### config.mk
export PLATFORM = sky130hd
export DESIGN_NAME = pito_dmem_arbiter
export DESIGN_NICKNAME = d
export VERILOG_FILES = /design/src/rtl/pito_pkg.sv /design/src/rtl/pito_rr_arb2.sv /design/src/rtl/pito_dmem_arbiter.sv
export SDC_FILE = /design/constraint.sdc
export NUM_CORES = 1
export LEC_CHECK = 0
export CAP_MARGIN = 20
export CORE_AREA = 2 2 102 104
export DETAILED_ROUTE_END_ITERATION = 8
export DIE_AREA = 0 0 104 106
export PLACE_DENSITY = 0.7
export SETUP_SLACK_MARGIN = 0.4
export SYNTH_ARGS = -nofsm -noshare
export SYNTH_HDL_FRONTEND = slang
export SYNTH_SLANG_ARGS = --single-unit
### constraint.sdc
create_clock -name clk -period 1.8 [get_ports clk]
set_input_delay 0.18 -clock clk [delete_from_list [all_inputs] [get_ports clk]]
set_output_delay 0.18 -clock clk [all_outputs]
set_load 0.05 [all_outputs]
### src/rtl/pito_pkg.sv
// rtl/pito_pkg.sv - shared types and widths for the pito data-memory path
package pito_pkg;

    localparam int PITO_ADDR_W = 12;
    localparam int PITO_DATA_W = 32;
    localparam int PITO_BE_W   = PITO_DATA_W / 8;

    typedef enum logic [0:0] {
        RR        = 1'b0,
        HOST_LOCK = 1'b1
    } arb_state_e;

    typedef struct packed {
        logic                   we;
        logic [PITO_ADDR_W-1:0] addr;
        logic [PITO_DATA_W-1:0] wdata;
        logic [PITO_BE_W-1:0]   be;
    } dmem_req_t;

endpackage

### src/rtl/pito_rr_arb2.sv
// rtl/pito_rr_arb2.sv - two-way round-robin picker with requester-1 priority override
module pito_rr_arb2 (
    input  logic clk,
    input  logic rst_n,
    input  logic req0,
    input  logic req1,
    input  logic prio1,
    input  logic set_last1,
    output logic gnt0,
    output logic gnt1
);

    logic last1_q;

    // Pick a winner: override favours requester 1, a tie goes to the one not served last
    always_comb begin
        gnt0 = 1'b0;
        gnt1 = 1'b0;
        if (prio1) begin
            gnt1 = req1;
            gnt0 = req0 & ~req1;
        end else if (req0 && req1) begin
            gnt0 = last1_q;
            gnt1 = ~last1_q;
        end else begin
            gnt0 = req0;
            gnt1 = req1;
        end
    end

    // Remember who was served last; reset and lock exit hand the next tie to requester 0
    always_ff @(posedge clk) begin
        if (!rst_n) begin
            last1_q <= 1'b1;
        end else if (set_last1) begin
            last1_q <= 1'b1;
        end else if (gnt0 || gnt1) begin
            last1_q <= gnt1;
        end
    end

endmodule

### src/rtl/pito_dmem_arbiter.sv
// rtl/pito_dmem_arbiter.sv - shares dmem between core and host with round-robin and host burst lock
module pito_dmem_arbiter
    import pito_pkg::*;
#(
    parameter int ADDR_W    = PITO_ADDR_W,
    parameter int DATA_W    = PITO_DATA_W,
    parameter int BURST_MAX = 8
) (
    input  logic                clk,
    input  logic                rst_n,
    input  logic                core_req,
    input  logic                core_we,
    input  logic [ADDR_W-1:0]   core_addr,
    input  logic [DATA_W-1:0]   core_wdata,
    input  logic [DATA_W/8-1:0] core_be,
    output logic                core_gnt,
    output logic                core_rvalid,
    output logic [DATA_W-1:0]   core_rdata,
    input  logic                host_req,
    input  logic                host_we,
    input  logic [ADDR_W-1:0]   host_addr,
    input  logic [DATA_W-1:0]   host_wdata,
    input  logic [DATA_W/8-1:0] host_be,
    input  logic                host_lock,
    output logic                host_gnt,
    output logic                host_rvalid,
    output logic [DATA_W-1:0]   host_rdata,
    output logic                mem_en,
    output logic                mem_we,
    output logic [ADDR_W-1:0]   mem_addr,
    output logic [DATA_W-1:0]   mem_wdata,
    output logic [DATA_W/8-1:0] mem_be,
    input  logic [DATA_W-1:0]   mem_rdata,
    output logic [7:0]          burst_cnt
);

    localparam logic [7:0] BURST_LIM = 8'(BURST_MAX);

    arb_state_e state_q, state_d;
    logic [7:0] burst_cnt_q, burst_cnt_d;
    logic [7:0] burst_inc;
    logic       set_last;
    logic       host_prio;
    logic       rd_pend_q;
    logic       rd_owner_q;
    dmem_req_t  sel_req;

    // The lock only overrides round-robin while the host still asks for it
    assign host_prio = (state_q == HOST_LOCK) && host_lock;
    assign burst_inc = burst_cnt_q + 8'd1;

    pito_rr_arb2 u_rr (
        .clk      (clk),
        .rst_n    (rst_n),
        .req0     (core_req),
        .req1     (host_req),
        .prio1    (host_prio),
        .set_last1(set_last),
        .gnt0     (core_gnt),
        .gnt1     (host_gnt)
    );

    // Lock FSM: enter on a locked host grant, leave on lock drop or when the burst is used up
    always_comb begin
        state_d     = state_q;
        burst_cnt_d = burst_cnt_q;
        set_last    = 1'b0;
        case (state_q)
            RR: begin
                if (host_gnt && host_lock) begin
                    if (BURST_LIM == 8'd1) begin
                        set_last = 1'b1;
                    end else begin
                        state_d     = HOST_LOCK;
                        burst_cnt_d = 8'd1;
                    end
                end
            end
            HOST_LOCK: begin
                if (!host_lock) begin
                    state_d     = RR;
                    burst_cnt_d = 8'd0;
                    set_last    = 1'b1;
                end else if (host_gnt) begin
                    if (burst_inc == BURST_LIM) begin
                        state_d     = RR;
                        burst_cnt_d = 8'd0;
                        set_last    = 1'b1;
                    end else begin
                        burst_cnt_d = burst_inc;
                    end
                end
            end
            default: begin
                state_d     = RR;
                burst_cnt_d = 8'd0;
            end
        endcase
    end

    // Lock state and burst counter registers
    always_ff @(posedge clk) begin
        if (!rst_n) begin
            state_q     <= RR;
            burst_cnt_q <= 8'd0;
        end else begin
            state_q     <= state_d;
            burst_cnt_q <= burst_cnt_d;
        end
    end

    // Route the granted payload to the memory port; all zero when nobody is granted
    always_comb begin
        sel_req = '0;
        if (host_gnt) begin
            sel_req = '{we: host_we, addr: host_addr, wdata: host_wdata, be: host_be};
        end else if (core_gnt) begin
            sel_req = '{we: core_we, addr: core_addr, wdata: core_wdata, be: core_be};
        end
    end

    assign mem_en    = core_gnt | host_gnt;
    assign mem_we    = sel_req.we;
    assign mem_addr  = sel_req.addr;
    assign mem_wdata = sel_req.wdata;
    assign mem_be    = sel_req.be;
    assign burst_cnt = burst_cnt_q;

    // Record which requester owns the read data returning next cycle
    always_ff @(posedge clk) begin
        if (!rst_n) begin
            rd_pend_q  <= 1'b0;
            rd_owner_q <= 1'b0;
        end else begin
            rd_pend_q  <= mem_en & ~sel_req.we;
            rd_owner_q <= host_gnt;
        end
    end

    assign core_rvalid = rd_pend_q & ~rd_owner_q;
    assign host_rvalid = rd_pend_q & rd_owner_q;
    assign core_rdata  = core_rvalid ? mem_rdata : '0;
    assign host_rdata  = host_rvalid ? mem_rdata : '0;

endmodule

==> run summary <==
CTS root buf = clkbuf_8
Final Hold Vio Count = 0
sequential area share after synthesis = 0.1507
# clock sinks = 12
Chip Width = 104 microns
H-Tree Depth = 1
commonest non-fill, non-tap cell in the layout = clkdlybuf4s50_1
number of max-slew violations in the final report = 0
hold path depth = 1
Worst-Skew Late Latency = 0.24 ns
largest net degree at the start of global routing = 34
synthesis-to-finish area growth = 322.7%
Synth area leaders = a22o_1 27%, dfxtp_1 15%, and2_1 14%
Worst Tran Pin Value = 0.5246 ns
Area after DPL = 0.006183 sq mm
starting density of the core = 0.1594
final worst setup slack = 0.08892 ns
initial DRC count = 162
path type of the worst min-delay path = reg2reg
critical path peak fanout = 10
crit end category = primary output
status = complete, no violations
Routed Antenna Nets = 0
Distinct cells, synth = 34
num rows = 37
filler instances = 720
RD Place Congestion = 0.8317
share of post-route cells with drive strength above 1 = 0.5819
fmax = 0.5844 GHz
fin crit period = 1.711 ns
IO Pins = 261
CP startpoint kind = flip-flop
Clock Tree Buf Depth = 2
routed wire length = 12.04 mm
DP HPWL = 9.144 mm
Tcrit/Tclk final = 0.9506
RSZ-0062 raised after global routing = true
PwrDens = 416.1 mW/mm^2
Critical Path AT = 1.53 ns
Synth Cell Area = 0.001594 sq mm
Post-layout nets = 644
number of global-route vias before repair = 3199
routed vias/inst = 4.686
Leakage = 0.002922 uW
Vias = 3027
Overflow after GRT = 0
Final Setup Violations = 0
post-synth top area share = 0.2692
WL/cell = 18.63 microns
total CTS buffers = 3
DR pass1 iterations = 4
# DRC = 0
number of antenna violations at the first check in global routing = 3
post-synth top area cell = a22o_1
mean post-synth cell area = 7.449 sq um
hold buffers post-CTS = 0
clk_skew = 0.008153 ns
Crit Path Category = reg2out
Seq cells post-synth = 12
Post-Synthesis Cells = 214
Die H = 106 microns
FF-to-FF path depth = 5
die area = 0.01102 sq mm
setup TNS = 0 ns
Critical Path RT = 1.62 ns
clock-pin slew on the worst setup and hold paths = 0.06 ns
CTS tree = yes
Core Area = 0.01000 sq mm
IO buf count = 260
Slew Limit Headroom = 0.6492
global-route wire length before repair = 18.26 mm
most frequent cells in the layout = 131 x clkdlybuf4s50_1, 125 x buf_12, 49 x a22o_4
max_cap viols = 0
setup slack, reg-to-reg = 0.12 ns
Tot GR Track Use = 0.2059
fin util = 0.6738
syn_nets = 350
Synth warnings = 0
fin area = 0.006738 sq mm
Place WS = -0.05437 ns
maximum vdd drop = 0.0002597 V
## stage by stage
step / cells / hold WS (ns) / power (uW)
after floorplan: 214 / 0.3209 / 1280
after global placement: 609 / 0.4543 / 2399
after detailed placement: 609 / 0.4622 / 2418
after CTS: 639 / 0.4740 / 2791
after global routing: 645 / 0.5116 / 2900
final: 646 / 0.4917 / 2804
## registers in the layout (all words and copies together) (netlist names)
signal and flops:
u_rr.last1_q 1, rd_pend_q 1, rd_owner_q 1, state_q 1
burst_cnt 8
## final timing paths
kind | from | end
max | state_q$_SDFF_PN0_ | mem_we
max reg2reg | burst_cnt[5]$_SDFFE_PN0P_ | burst_cnt[0]$_SDFFE_PN0P_
min reg2reg | burst_cnt[6]$_SDFFE_PN0P_ | burst_cnt[6]$_SDFFE_PN0P_
min | burst_cnt[6]$_SDFFE_PN0P_ | burst_cnt[6]$_SDFFE_PN0P_
## synthesized netlist by cell type
library cell / n
a22o_1: 49
and2_1: 35
and3_1: 33
clkbuf_1: 19
dfxtp_1: 12
o21ai_0: 9
nand2_1: 8
nand3_1: 6
nor2_1: 6
a31oi_1: 5
a21oi_1: 3
inv_1: 3
a31o_1: 2
nand4b_1: 2
nor2b_1: 2
nor3_1: 2
a21boi_1: 1
a21o_2: 1
a221oi_4: 1
a22oi_1: 1
and3_2: 1
buf_6: 1
clkbuf_8: 1
dlymetal6s2s_1: 1
ha_1: 1
mux2_2: 1
mux2i_1: 1
nand2_2: 1
nand4_1: 1
nor3b_1: 1
o211ai_1: 1
o221a_2: 1
or2_2: 1
or4_4: 1
## worst max-delay path, cell delays in order, from the launching register on
cell	delay, ns
dfxtp_4	0.36
nand2_4	0.09
a31oi_4	0.09
buf_12	0.16
buf_4	0.16
a22o_4	0.27
buf_12	0.15
## final cells by class
type	count	area, sq um	share of cell area
Sequential cell	12	275.3	0.04085
Antenna cell	3	7.507	0.001114
Inverter	3	11.26	0.001671
Clock inverter	1	3.754	0.0005571
Clock buffer	3	41.29	0.006128
Timing Repair Buffer	311	4357	0.6466
Tap cell	136	170.2	0.02526
Multi-Input combinational cell	177	1872	0.2778
## what timing repair did
item / CTS / global route
setup endpoints to repair: 133 / 105
setup buffers: 20 / 3
pin swaps: 14 / 18
gates resized for setup: 61 / 30
gates cloned: 6 / 1
## report_power, final
group          switching [uW]  total, uW  internal, uW  leakage (uW)
Combinational            1040       2280          1230       0.00279
Clock                     101        252           150     0.0000232
Sequential               9.68        274           265      0.000105
Total                    1150       2800          1650       0.00292
## layer usage
layer | global-route usage | up-vias | routed length [microns]
met5 | 0 | - | 16
met4 | 0.04054 | 2 | 255
met3 | 0.06009 | 20 | 1046
met2 | 0.4126 | 197 | 6637
met1 | 0.2104 | 1399 | 4080
li1 | - | 1409 | -
## cell families after synthesis
| logic type | count (synthesis) | share of synthesized area |
|---|---|---|
| compound gates | 74 | 0.3807 |
| mux | 2 | 0.01334 |
| flops | 12 | 0.1507 |
| fa+ha+maj | 1 | 0.007848 |
| buf+inv | 25 | 0.07535 |
| simple gates | 100 | 0.3721 |
No activity file was read; power rests on OpenSTA's default activity.
